===== src/rtl/stopwatch_core.sv =====
// Stopwatch core: a 0.1 s prescaler drives an M:SS.T digit chain, with a run/pause/idle FSM
// and a split (lap) register that can freeze the display while counting carries on.
module stopwatch_core #(
    parameter int CLK_PER_TICK = 10000000
) (
    input  logic       clk,
    input  logic       reset_n,
    input  logic       start_stop,
    input  logic       clear,
    input  logic       split,
    output logic [3:0] disp_d0,
    output logic [3:0] disp_d1,
    output logic [3:0] disp_d2,
    output logic [3:0] disp_d3,
    output logic       running,
    output logic       split_active,
    output logic       wrap,
    output logic [1:0] fsm_state
);

    localparam int PW = $clog2(CLK_PER_TICK);
    localparam logic [PW-1:0] LAST = PW'(CLK_PER_TICK - 1);

    typedef enum logic [1:0] {
        IDLE  = 2'd0,
        RUN   = 2'd1,
        PAUSE = 2'd2
    } state_t;

    state_t        state, state_nx;
    logic [PW-1:0] presc, presc_nx;
    logic [15:0]   live, live_nx;
    logic [15:0]   split_q, split_nx;
    logic [15:0]   inc;
    logic          sa_nx, wrap_nx, step;
    logic          c0, c1, c2, c3;

    assign fsm_state = state;

    // Increment of the live digits; an out-of-range digit counts as full so it rolls and carries.
    always_comb begin
        c0     = live[3:0] >= 4'd9;
        c1     = c0 && (live[7:4] >= 4'd9);
        c2     = c1 && (live[11:8] >= 4'd5);
        c3     = c2 && (live[15:12] >= 4'd9);
        inc    = live;
        inc[3:0] = c0 ? 4'd0 : live[3:0] + 4'd1;
        if (c0) inc[7:4]   = c1 ? 4'd0 : live[7:4] + 4'd1;
        if (c1) inc[11:8]  = c2 ? 4'd0 : live[11:8] + 4'd1;
        if (c2) inc[15:12] = c3 ? 4'd0 : live[15:12] + 4'd1;
    end

    always_comb begin
        step     = (state == RUN) && (presc == LAST);
        state_nx = state;
        presc_nx = presc;
        live_nx  = live;
        split_nx = split_q;
        sa_nx    = split_active;
        wrap_nx  = 1'b0;
        case (state)
            IDLE: begin
                presc_nx = '0;
                if (clear) begin
                    live_nx  = '0;
                    split_nx = '0;
                    sa_nx    = 1'b0;
                end else if (start_stop) begin
                    state_nx = RUN;
                end
            end
            RUN: begin
                if (step) begin
                    presc_nx = '0;
                    live_nx  = inc;
                    wrap_nx  = c3;
                end else begin
                    presc_nx = presc + PW'(1);
                end
                if (start_stop) state_nx = PAUSE;
                // Split latches the value being written this edge, so a coincident step is included.
                if (split) begin
                    if (!split_active) begin
                        split_nx = live_nx;
                        sa_nx    = 1'b1;
                    end else begin
                        sa_nx    = 1'b0;
                    end
                end
            end
            PAUSE: begin
                if (clear) begin
                    state_nx = IDLE;
                    presc_nx = '0;
                    live_nx  = '0;
                    split_nx = '0;
                    sa_nx    = 1'b0;
                end else if (start_stop) begin
                    state_nx = RUN;
                end
            end
            default: begin
                state_nx = IDLE;
                presc_nx = '0;
                live_nx  = '0;
                split_nx = '0;
                sa_nx    = 1'b0;
            end
        endcase
    end

    always_ff @(posedge clk) begin
        if (!reset_n) begin
            state        <= IDLE;
            presc        <= '0;
            live         <= '0;
            split_q      <= '0;
            split_active <= 1'b0;
            wrap         <= 1'b0;
            running      <= 1'b0;
            disp_d0      <= 4'd0;
            disp_d1      <= 4'd0;
            disp_d2      <= 4'd0;
            disp_d3      <= 4'd0;
        end else begin
            state        <= state_nx;
            presc        <= presc_nx;
            live         <= live_nx;
            split_q      <= split_nx;
            split_active <= sa_nx;
            wrap         <= wrap_nx;
            running      <= (state_nx == RUN);
            {disp_d3, disp_d2, disp_d1, disp_d0} <= sa_nx ? split_nx : live_nx;
        end
    end

endmodule


===== config.mk =====
export PLATFORM = sky130hd
export DESIGN_NAME = stopwatch_core
export DESIGN_NICKNAME = d
export VERILOG_FILES = /design/src/rtl/stopwatch_core.sv
export SDC_FILE = /design/constraint.sdc
export NUM_CORES = 1
export LEC_CHECK = 0
export ABC_AREA = 1
export ABC_CLOCK_PERIOD_IN_PS = 2000
export CORE_MARGIN = 10
export CORE_UTILIZATION = 55
export DETAILED_ROUTE_END_ITERATION = 10
export PLACE_DENSITY_LB_ADDON = 0.3
export SLEW_MARGIN = 25
export SYNTH_ARGS = -nofsm -noshare
export SYNTH_HDL_FRONTEND = slang
export SYNTH_SLANG_ARGS = --single-unit

===== constraint.sdc =====
create_clock -name clk -period 2 [get_ports clk]
set_input_delay 0.2 -clock clk [delete_from_list [all_inputs] [get_ports clk]]
set_output_delay 0.2 -clock clk [all_outputs]
set_load 0.005 [all_outputs]

==> impl_metrics.ini <==
[routing]
drc = 0
ant_nets = 0
wl_per_cell_um = 13.9
vias = 4146
wl_um = 10800
via_per_inst = 5.37
dr.pass1.iters = 5
drtIter0Drc = 316

[synth]
synthMostInstantiatedCell = nand2_1
netlist_area_mm2 = 0.00417
ys_seq_area_frac = 0.370
synth_flop_cell = dfxtp_1
yosysTopAreaCellShare = 0.370
syn-num-nets = 642
synth_edf_count = 0
yosysWarnings = 0
avgSynthCellArea_um2 = 6.68
yosys.cell_types.count = 41
yosysTopAreaCell = dfxtp_1
synthTopCellsByArea = dfxtp_1, nand2_1, inv_1
synth-async-reset-ratio = 0
yosys_register_bits = 77
synth_cells = 624
synth.cells.most_frequent = nand2_1, dfxtp_1, inv_1, nor2_1, a21oi_1

[grt]
grt_use_total = 0.191
grt-busiest-layer = met2
use_met2 = 0.339
grt_use_met1 = 0.216
grt_pass1_wl_um = 18300
use_met3 = 0.0509
grt_overflow_total = 0
grt_pass1_vias = 4055
antenna_found_initial = 0
grt_max_degree = 31

[timing]
final-max-slew-violation-count = 0
relSlewSlack = 0.728
whs_ns = 0.460
fin_crit_ns = 1.87
final-setup-viol-count = 0
clock_skew_ns = 0.00521
max_freq_mhz = 536
worst_pin_slew_ns = 0.407
final-hold-violation-count = 0
post-route-period-util = 0.933

[critical_path]
cp_cell_sequence = ha_4 -> nand2_4 -> nor3_4 -> nand2_2 -> nor2_2 -> nand3b_1 -> nor2_1 -> nor2_1 -> o21ai_0 -> nor2_1
path_buf_inv = 0
reg2reg_slack_ns = 0.13
cp_data_arrival_time_ns = 2.12
crit_type = reg -> reg
endpoint = presc[22]$_SDFFE_PN0P_
cp_top_family = simple AND/OR/NAND/NOR gates
cp_slowest_stage_delay_ns = 0.36
cp_data_required_time_ns = 2.25
cp.depth = 10
cp_common_cell = nor2_1
crit_fanout = 4
reg2reg_from = presc[1]$_SDFFE_PN0P_
crit_start = presc[1]$_SDFFE_PN0P_
cp-end-kind = flip-flop
cp_slowest_cell = dfxtp_2
start_kind = flip-flop
reg2reg_depth = 10
reg2reg_to = presc[22]$_SDFFE_PN0P_

[pwr]
p_switching_w = 0.000720
p_int_w = 0.00212
p_clk_frac = 0.361
max-vdd-ir-drop_uv = 620
seqPwrFrac = 0.549
p_per_area_mw_per_mm2 = 579
power_leakage_nw = 2.24
p_sw_frac = 0.253
power_frac_comb = 0.090

[clock_network]
hold_buffers = 0
cts_max_path_buffers = 2
root_buffer = clkbuf_8
cts_buffers = 9
worstSkewPairLatency_ns = 0.36
cts_num_sinks = 77
htree_levels = 3
clk_pin_slew_ns = 0.07
cts_tree = built

[die]
die_h_um = 107
core_area_mm2 = 0.00729
start_util = 0.572
ios = 26
chipWidth_um = 107
row_count = 31
die_area_mm2 = 0.0115

[placement]
port_buffers = 25
gp_congestion = 0.903
hpwl_um = 7520

[run_status]
outcome = completed

[cells_and_area]
synthToLayoutAreaGrowth_pct = 18.0
drive_gt1_frac = 0.146
diodes = 0
final_nets = 687
final.fill_count = 666
fin_util = 0.674

[job]
maxCapViolCount = 0

[min_path]
hold_class = in -> reg
==> power groups by stage <==
| stage | sequential [W] | combinational, W | clock, W |
|---|---|---|---|
| global placement | 0.00160 | 0.000249 | 0 |
| finish | 0.00156 | 0.000257 | 0.00103 |
| global route | 0.00156 | 0.000279 | 0.00110 |
| floorplan | 0.00160 | 0.000137 | 0 |
| CTS | 0.00156 | 0.000255 | 0.00103 |
| detailed placement | 0.00160 | 0.000254 | 0 |
==> repair_timing <==
action                     in CTS  in global routing
pin swaps                       0                  5
resized for setup               1                 28
cloned                          0                  0
setup buffers                   0                  3
setup endpoints to repair       1                 44
==> cells by family (layout without fill, tap and decap cells) <==
family | count (synthesis) | after routing | synth area share
flip-flops | 77 | 77 | 0.370
adder cells (fa/ha/maj) | 13 | 13 | 0.0390
AND/OR/NAND/NOR | 328 | 328 | 0.356
XOR/XNOR | 5 | 5 | 0.0105
buffers and inverters | 102 | 151 | 0.0943
AO/OA/AOI/OAI | 99 | 99 | 0.131
==> registers in the layout, summed over array words and instances (netlist names) <==
name and count:
presc 24, live 16, split_q 16, disp_d0 4, disp_d1 4, disp_d2 4
disp_d3 4, fsm_state 2, running 1, split_active 1, wrap 1
==> final cells by class <==
cell class	count	area [um^2]	share of cell area
multi-input combinational	445	2290	0.466
inverter	86	323	0.0657
tap	99	124	0.0252
clock inverter	2	10.0	0.00204
sequential	77	1560	0.316
timing repair buffer	50	463	0.0942
clock buffer	13	149	0.0303
==> worst min path at each step <==
stage	start	depth (start not counted)	to	slack [ns]
floorplan	start_stop	2	fsm_state[1]$_SDFF_PN0_	0.37
global placement	split_q[13]$_SDFF_PN0_	2	split_q[13]$_SDFF_PN0_	0.46
detailed placement	split_q[15]$_SDFF_PN0_	2	split_q[15]$_SDFF_PN0_	0.47
CTS	start_stop	3	fsm_state[1]$_SDFF_PN0_	0.46
global route	start_stop	3	fsm_state[1]$_SDFF_PN0_	0.46
finish	start_stop	3	fsm_state[1]$_SDFF_PN0_	0.46
==> tightest hold or removal path, cell delays in order <==
cell             delay [ns]
clkdlybuf4s50_1        0.42
nand3_1                0.09
a21oi_1                0.06
==> cell usage in the layout (no fill, tap or decap), types with 13 or more instances in the layout <==
cell type,synthesis,final
buf_4,1,23
o21ai_0,32,28
a21oi_1,48,47
nand3_1,36,36
nand2_1,181,179
dfxtp_1,77,70
clkdlybuf4s50_1,0,25
inv_1,75,73
nor2_1,55,52
inv_2,11,13
==> through the flow <==
step | power (W) | cells | setup TNS, ns | cell area [um^2] | setup WS (ns)
after floorplan | 0.00174 | 624 | 0 | 4170 | 0.254
after global placement | 0.00185 | 754 | 0 | 4660 | 0.0585
after detailed placement | 0.00185 | 754 | 0 | 4660 | 0.0352
after CTS | 0.00285 | 769 | 0 | 4830 | 0.0344
after global routing | 0.00294 | 772 | -0.143 | 4920 | -0.0491
final | 0.00284 | 772 | 0 | 4920 | 0.135
==> routing by layer <==
metal  share of wire  wire length [um]  vias to the layer above
li1                -                 -                     2089
met1            0.41              4430                     1888
met2            0.50              5360                      139
met3           0.063               678                       30
met4           0.027               292                        0
met5               0                 0                        -
(Power assumes the default switching activity.)
